**src/rtl/input_conditioner_pkg.sv**
```systemverilog
// Shared types and defaults for the board-input conditioner (key FSM states,
// default debounce length).
package input_conditioner_pkg;

    typedef enum logic [1:0] {
        IDLE         = 2'd0,
        PRESS_WAIT   = 2'd1,
        PRESSED      = 2'd2,
        RELEASE_WAIT = 2'd3
    } key_state_t;

    // 10 ms at the 50 MHz board clock
    localparam int DEFAULT_DEBOUNCE_CYCLES = 500000;

endpackage

```
**src/rtl/debounce_vec.sv**
```systemverilog
// Word-wide debouncer: a new synchronised value must hold unchanged for
// DEBOUNCE_CYCLES samples before it is published on q, with a one-cycle strobe.
module debounce_vec
    import input_conditioner_pkg::*;
#(
    parameter int WIDTH           = 8,
    parameter int DEBOUNCE_CYCLES = DEFAULT_DEBOUNCE_CYCLES
) (
    input  logic             Clk,
    input  logic             Reset_n,
    input  logic [WIDTH-1:0] d_sync,
    output logic [WIDTH-1:0] q,
    output logic             q_update
);

    localparam int               CNT_W    = $clog2(DEBOUNCE_CYCLES) + 1;
    localparam logic [CNT_W-1:0] CNT_LAST = CNT_W'(DEBOUNCE_CYCLES - 1);
    localparam logic [CNT_W-1:0] CNT_MAX  = '1;

    logic [WIDTH-1:0] cand;
    logic [CNT_W-1:0] scnt;

    // Any bit change restarts the count for the whole word, so multi-bit
    // flips are accepted together once the word settles.
    always_ff @(posedge Clk) begin
        if (!Reset_n) begin
            cand     <= '0;
            scnt     <= '0;
            q        <= '0;
            q_update <= 1'b0;
        end else begin
            q_update <= 1'b0;
            if (d_sync != cand) begin
                cand <= d_sync;
                scnt <= CNT_W'(1);
            end else if (cand != q) begin
                if (scnt == CNT_LAST) begin
                    q        <= cand;
                    q_update <= 1'b1;
                    scnt     <= '0;
                end else if (scnt != CNT_MAX) begin
                    scnt <= scnt + CNT_W'(1);
                end
            end else begin
                scnt <= '0;
            end
        end
    end

endmodule

```
**src/rtl/input_conditioner.sv**
```systemverilog
// Synchronises and debounces the accumulate push-button and slide switches
// feeding the SoC PIO ports; all outputs are registered.
module input_conditioner
    import input_conditioner_pkg::*;
#(
    parameter int DEBOUNCE_CYCLES = DEFAULT_DEBOUNCE_CYCLES,
    parameter int SW_WIDTH        = 8
) (
    input  logic                Clk,
    input  logic                Reset_n,
    input  logic                key_raw_n,
    input  logic [SW_WIDTH-1:0] sw_raw,
    output logic                accumulate_n,
    output logic                accumulate_pulse,
    output logic [SW_WIDTH-1:0] sw_stable,
    output logic                sw_update
);

    localparam int               CNT_W    = $clog2(DEBOUNCE_CYCLES) + 1;
    localparam logic [CNT_W-1:0] CNT_LAST = CNT_W'(DEBOUNCE_CYCLES - 1);
    localparam logic [CNT_W-1:0] CNT_MAX  = '1;

    logic                key_p0, key_p1;
    logic [SW_WIDTH-1:0] sw_p0, sw_p1;

    // Two-flop synchronisers; the key idles released (high)
    always_ff @(posedge Clk) begin
        if (!Reset_n) begin
            key_p0 <= 1'b1;
            key_p1 <= 1'b1;
            sw_p0  <= '0;
            sw_p1  <= '0;
        end else begin
            key_p0 <= key_raw_n;
            key_p1 <= key_p0;
            sw_p0  <= sw_raw;
            sw_p1  <= sw_p0;
        end
    end

    key_state_t       state, state_nxt;
    logic [CNT_W-1:0] cnt, cnt_nxt, cnt_inc;
    logic             acc_n_nxt, pulse_nxt;

    always_ff @(posedge Clk) begin
        if (!Reset_n) begin
            state            <= IDLE;
            cnt              <= '0;
            accumulate_n     <= 1'b1;
            accumulate_pulse <= 1'b0;
        end else begin
            state            <= state_nxt;
            cnt              <= cnt_nxt;
            accumulate_n     <= acc_n_nxt;
            accumulate_pulse <= pulse_nxt;
        end
    end

    assign cnt_inc = (cnt == CNT_MAX) ? cnt : cnt + CNT_W'(1);

    always_comb begin
        state_nxt = state;
        cnt_nxt   = cnt;
        case (state)
            IDLE: begin
                if (!key_p1) begin
                    state_nxt = PRESS_WAIT;
                    cnt_nxt   = CNT_W'(1);
                end
            end
            PRESS_WAIT: begin
                if (key_p1) begin
                    state_nxt = IDLE;
                    cnt_nxt   = '0;
                end else if (cnt == CNT_LAST) begin
                    state_nxt = PRESSED;
                    cnt_nxt   = '0;
                end else begin
                    cnt_nxt = cnt_inc;
                end
            end
            PRESSED: begin
                if (key_p1) begin
                    state_nxt = RELEASE_WAIT;
                    cnt_nxt   = CNT_W'(1);
                end
            end
            RELEASE_WAIT: begin
                if (!key_p1) begin
                    state_nxt = PRESSED;
                    cnt_nxt   = '0;
                end else if (cnt == CNT_LAST) begin
                    state_nxt = IDLE;
                    cnt_nxt   = '0;
                end else begin
                    cnt_nxt = cnt_inc;
                end
            end
            default: begin
                state_nxt = IDLE;
                cnt_nxt   = '0;
            end
        endcase
    end

    // Outputs are decoded from the next state so they register with it
    always_comb begin
        acc_n_nxt = !((state_nxt == PRESSED) || (state_nxt == RELEASE_WAIT));
        pulse_nxt = (state == PRESS_WAIT) && (state_nxt == PRESSED);
    end

    debounce_vec #(
        .WIDTH          (SW_WIDTH),
        .DEBOUNCE_CYCLES(DEBOUNCE_CYCLES)
    ) u_sw_debounce (
        .Clk     (Clk),
        .Reset_n (Reset_n),
        .d_sync  (sw_p1),
        .q       (sw_stable),
        .q_update(sw_update)
    );

endmodule

```
**config.mk**
```make
export PLATFORM = sky130hd
export DESIGN_NAME = input_conditioner
export DESIGN_NICKNAME = d
export VERILOG_FILES = /design/src/rtl/input_conditioner_pkg.sv /design/src/rtl/debounce_vec.sv /design/src/rtl/input_conditioner.sv
export SDC_FILE = /design/constraint.sdc
export NUM_CORES = 1
export LEC_CHECK = 0
export CORE_UTILIZATION = 53
export CTS_CLUSTER_DIAMETER = 60
export DETAILED_ROUTE_END_ITERATION = 12
export PLACE_DENSITY = 0.75
export SYNTH_ARGS = -nofsm -noshare
export SYNTH_HDL_FRONTEND = slang
export SYNTH_SLANG_ARGS = --single-unit
```
**constraint.sdc**
```tcl
create_clock -name Clk -period 2 [get_ports Clk]
set_input_delay 0.3 -clock Clk [delete_from_list [all_inputs] [get_ports Clk]]
set_output_delay 0.3 -clock Clk [all_outputs]
set_load 0.01 [all_outputs]
```
## Word-level counts from Yosys, hierarchy flattened

Index checks and enable logic that the tools add are counted.
W data, S select, Z words.

| operators by class | value |
|---|---|
| shift-type cells | 0 |
| bitwise gates (word level) | 3 |
| add/subtract/negate cells | 2 |
| reduce and logical (&&, ||, !) cells | 8 |
| order comparisons | 0 |
| div/mod/pow operators | 0 |
| multiplexer cells | 19 |
| multipliers | 0 |
| eq/ne operators | 14 |

Operators by type and width:

| cell | number |
|---|---|
| $mux W20 | 6 |
| $pmux W20 S4 | 1 |
| $add A20 B1 Y20 const B | 2 |
| $eq A20 B19 Y1 const B | 2 |
| $eq A20 B20 Y1 const B | 1 |
| $ne A20 B20 Y1 const B | 1 |
| $ne A8 B8 Y1 | 2 |
| $mux W2 | 6 |
| $eq A2 B2 Y1 const B | 4 |
| $pmux W2 S4 | 1 |
| $mux W1 | 5 |
| $ne A2 B2 Y1 const B | 2 |
| $ne A4 B3 Y1 const B | 1 |
| $reduce_or A4 Y1 | 1 |
| $not A1 Y1 | 3 |
| $reduce_and A3 Y1 | 1 |
| $reduce_or A3 Y1 | 1 |
| $eq A2 B1 Y1 const B | 1 |
| $logic_not A2 Y1 | 1 |
| $reduce_and A2 Y1 | 1 |
| $logic_and A1 B1 Y1 | 1 |
| $logic_not A1 Y1 | 1 |
| $logic_or A1 B1 Y1 | 1 |

| storage, ports and cells | value |
|---|---|
| memories kept | 0 |
| logic and storage cells | 59 |
| bits in latches | 0 |
| input bits | 11 |
| flip-flop bits (word level) | 79 |
| ROM bits | 0 |
| memory bits (writable) | 0 |

## Longest topological paths before layout

| depth | value |
|---|---|
| word-level depth | 7 |
| gate-level depth with buffers | 7 |

## Cells and area by module

From an unflattened synthesis, not the netlist that was laid out.

| second synthesis, totals | value |
|---|---|
| cell total of the unflattened synthesis | 425 |
| area total of the unflattened synthesis | 3828.7 um^2 |

By module, submodules not included:

| module | sequential area each (um^2) | instances | cells each | area each (um^2) |
|---|---|---|---|---|
| input_conditioner | 840.8 | 1 | 219 | 1964.4 |
| debounce_vec | 740.7 | 1 | 206 | 1864.3 |

## Least setup slack after synthesis

Ideal clock, no wire load.

| timing path | value |
|---|---|
| path type | flip-flop to flip-flop |
| from | register cnt[5] |
| to | register cnt[19] |
| period minus slack after synthesis | 1.901 ns |
| setup slack | 0.099 ns |
| path buffers | 2 |
| cell stages (with the launch flop) | 8 |
| library setup time | 0.122 ns |
| arrival time | 1.779 ns |
| path through | dfxtp_1 -> buf_2 -> nand4_2 -> or3_1 -> clkbuf_1 -> or4_1 -> a21oi_1 -> o22ai_1 |

| between the ends | value |
|---|---|
| cells in the longest elaborated chain, start to end | 5 |
| elaborated cells on any way between the ends | 8 |
| those cells by class | add/sub (1); eq/ne (2); mux (5) |

RTL lines:

| what | line | source |
|---|---|---|
| start: declaration | input_conditioner.sv:42 | `logic [CNT_W-1:0] cnt, cnt_nxt, cnt_inc;` |
| start signal: assignment | input_conditioner.sv:53 | `cnt <= cnt_nxt;` |
| $add A20 B1 Y20 / $eq A20 B20 Y1 (equally long branches) | input_conditioner.sv:59 | `assign cnt_inc = (cnt == CNT_MAX) ? cnt : cnt + CNT_W'(1);` |
| $mux W20 | input_conditioner.sv:59 |  |
| $mux W20 * | input_conditioner.sv:75, input_conditioner.sv:92 |  |
| $mux W20 (on tied branches) | input_conditioner.sv:89, input_conditioner.sv:72 |  |
| $pmux W20 S4 * | input_conditioner.sv:64 | `case (state)` |

Mark *: on every way between the ends. The rest lies on a longest branch, timed or not.
A chain may end at the register's enable or synchronous reset.

## Worst setup path after layout

| timing path | value |
|---|---|
| from | register cnt[9] |
| to | register cnt[1] |

| between the ends | value |
|---|---|
| cells in the longest elaborated chain, start to end | 5 |
| elaborated cells on any way between the ends | 7 |
| those cells by class | eq/ne (2); mux (5) |

RTL lines:

| what | line |
|---|---|
| $eq A20 B20 Y1 | input_conditioner.sv:59 |
| $mux W20 | input_conditioner.sv:59 |
| $mux W20 * | input_conditioner.sv:75, input_conditioner.sv:92 |
| $mux W20 (on tied branches) | input_conditioner.sv:89, input_conditioner.sv:72 |
| $pmux W20 S4 * | input_conditioner.sv:64 |

Marked as above.

==> impl_metrics.tcl <==
set metrics [dict create \
    outcome "finished, violations left" \
    violations "DRC" \
    period_needed_ns 1.95 \
    die_width_um 84.3 \
    synth_ff_type "dfxtp_1" \
    fillers 498 \
    synth_warnings 0 \
    hold_viol 0 \
    register_area_sq_mm 0.00158 \
    hold_path.class "flip-flop to flip-flop" \
    powerDensity_mw_per_mm2 681 \
    numCtsBuffers 9 \
    cp_max_fo 7 \
    seq_area_frac_synth_pct 44.1 \
    gr-total-overflow 0 \
    row_count 29 \
    cts_tree "built" \
    synth_cell_types 54 \
    fin_crit_sh_pct 97.3 \
    fp.dieH_um 84.3 \
    multi_input_area_sq_mm 0.00195 \
    grt_util_all_layers_pct 23.1 \
    io_pins 22 \
    totalWireLength_um 7930 \
    clkSinkCount 79 \
    via_per_inst 5.88 \
    synth_top_area_share_pct 44.1 \
    grt_pass1_wl_um 13200 \
    layout.nets 465 \
    dr_total_vias 3140 \
    grt_max_degree 34 \
    synthTopCellsByArea "dfxtp_1 (44%), xor2_1 (5.1%), and2_1 (5.1%), nor2_1 (3.0%), a21oi_1 (2.9%)" \
    pwr-share-clk_pct 40.5 \
    hold_ws_ns 0.431 \
    p_int_mw 2.31 \
    skew_ns 0.0133 \
    place_congestion 0.916 \
    pwr-share-comb_pct 4.7 \
    cp-start-kind "flip-flop" \
    stdcell_count 534 \
    cp_data_required_time_ns 2.24 \
    synth.cell_area_sq_mm 0.00359 \
    first_iter_violations 170 \
    synth-seq-cells 79 \
    drv_cap 0 \
    synth_edf_count 0 \
    worstSetupPathType "flip-flop to flip-flop" \
    clk_pin_slew_ns 0.07 \
    insertion_delay_ns 0.34 \
    slew_headroom_pct 58.4 \
    grt_pass1_vias 2857 \
    drc 4 \
    start_util_pct 55.6 \
    syn_to_final_growth_pct 20.7 \
    first_pass_iters 9 \
    p_seq_share_pct 54.8 \
    dp_cells 515 \
    setup.worst_path.end_class "flip-flop" \
    critPathArrivalTime_ns 2.18 \
    antenna_found_initial 0 \
    finalPower_mw 2.95 \
    dieArea_sq_mm 0.00711 \
    setup_viol 0 \
    ant_nets 0 \
    rsz0062_at_grt "yes" \
    post_drt_wl_per_cell_um 14.8 \
    yosysTopAreaCell "dfxtp_1" \
    cts_buffer_depth 2 \
    async_reset_ff_share_pct 0 \
    switching_power_mw 0.639 \
    max_clock_freq_mhz 514 \
    n_antenna_cell 0 \
    dp_hpwl_um 5490 \
    tightest_slew_ns 0.619 \
    h-tree-depth 3 \
    portBuffers 21 \
    r2r_slack_ns 0.05 \
    postLayoutCellArea_sq_mm 0.00433 \
    synth_cells 403 \
    syn-num-nets 416 \
    report.final.slew_viol_count 0 \
    core_sq_mm 0.00646 \
    drive_gt1_share_pct 14.2 \
    swShare_pct 21.7 \
    ir_drop_v 0.000511 \
    syn_area_per_cell_sq_um 8.91 \
    cts_hold_buf 0 \
    place_area_sq_mm 0.00406 \
    p_leak_nw 1.57 \
    root_buffer "clkbuf_8" \
]
-- worst paths after layout --
| kind | start | depth (start not counted) | to |
|---|---|---|---|
| max | cnt[9] | 7 | cnt[1] |
| min | key_p0 | 1 | key_p1 |
| max reg2reg | cnt[9] | 7 | cnt[1] |
| min reg2reg | key_p0 | 1 | key_p1 |
-- stage by stage --
| stage | TNS (ns) | util [%] | worst slack, ns |
|---|---|---|---|
| after global placement | 0 | 62.9 | 0.0384 |
| after global routing | -0.0780 | 67.1 | -0.0207 |
| after floorplan | 0 | - | 0.0985 |
| after detailed placement | 0 | 62.9 | 0.00705 |
| after CTS | 0 | 66.1 | 0.0144 |
| final | 0 | 67.1 | 0.0541 |
-- flip-flops by register name, indices dropped and copies added, names as in the netlist, 2 cells and up --
register / count
cnt: 20
u_sw_debounce.cand: 8
u_sw_debounce.q: 8
state: 2
u_sw_debounce.scnt: 20
sw_p0: 8
sw_p1: 8
-- power groups by stage --
stage                     sequential (mW)  combinational (mW)  clock (mW)
after floorplan                      1.65              0.0847           0
after global placement               1.65               0.133           0
after detailed placement             1.65               0.137           0
after CTS                            1.62               0.137        1.22
after global routing                 1.62               0.154        1.30
final                                1.62               0.139        1.20
-- kinds of logic (layout without fill, tap and decap cells) --
| kind of cell | Yosys count | after routing | synth area share, % |
|---|---|---|---|
| AO/OA/AOI/OAI | 96 | 96 | 17.4 |
| XOR/XNOR | 30 | 30 | 7.32 |
| adder cells (fa/ha/maj) | 2 | 2 | 0.697 |
| buffers and inverters | 25 | 79 | 2.75 |
| flip-flops | 79 | 79 | 44.1 |
| multiplexers | 5 | 5 | 1.39 |
| AND/OR/NAND/NOR | 166 | 166 | 26.4 |
-- worst max-delay path, cell delays in order (launching register included) --
cell and delay, ns:
dfxtp_1 0.33, or4b_4 0.53, nor3_4 0.23, buf_4 0.14
a211o_1 0.16, buf_4 0.16, o21ai_1 0.08, a32o_1 0.22
-- cells in the mapped netlist (all sizes together), types with 2 or more instances --
| cell type | count |
|---|---|
| a211o | 2 |
| a211oi | 5 |
| a21o | 3 |
| a21oi | 21 |
| a22o | 2 |
| a31o | 2 |
| a31oi | 10 |
| a32oi | 2 |
| a41oi | 2 |
| and2 | 29 |
| and3 | 7 |
| and4 | 7 |
| buf | 4 |
| clkbuf | 13 |
| dfxtp | 79 |
| ha | 2 |
| inv | 8 |
| mux2i | 5 |
| nand2 | 22 |
| nand2b | 5 |
| nand3 | 20 |
| nand4 | 8 |
| nor2 | 29 |
| nor2b | 2 |
| nor3 | 14 |
| nor4 | 4 |
| nor4b | 7 |
| o2111ai | 5 |
| o211ai | 6 |
| o21ai | 27 |
| o22ai | 2 |
| or3 | 3 |
| or4 | 3 |
| xnor2 | 9 |
| xor2 | 21 |
-- per-layer routing --
layer	GRT usage [%]	up-vias	part of all wire, %
met2	38.4	80	48
met1	29.7	1477	46
met4	7.05	0	1.4
met5	0	-	0
li1	-	1572	-
met3	5.80	11	4.4
-- cells in the final DEF, fill, tap and decap left out, types with 10 or more instances in the layout --
cell / synthesis / final
nor2_1: 29 / 29
dfxtp_1: 79 / 77
clkdlybuf4s50_1: 0 / 21
nand2_1: 22 / 22
a21oi_1: 21 / 21
and2_1: 29 / 29
nand3_1: 20 / 20
o21ai_1: 21 / 21
a31oi_1: 10 / 10
xor2_1: 21 / 21
clkbuf_8: 0 / 11
buf_4: 0 / 32
-- timing repair --
item | in CTS | in global routing
resized for setup | 2 | 13
setup buffers | 0 | 3
pin swaps | 1 | 1
endpoints found under the setup margin | 2 | 26
-- layout make-up --
| cell class | count | area share, % |
|---|---|---|
| Timing Repair Buffer | 55 | 10.9 |
| Sequential cell | 79 | 36.6 |
| Clock inverter | 2 | 0.895 |
| Clock buffer | 14 | 3.75 |
| Tap cell | 77 | 2.22 |
| Inverter | 8 | 0.693 |
| Multi-Input combinational cell | 299 | 45.0 |
(Power assumes the default switching activity.)
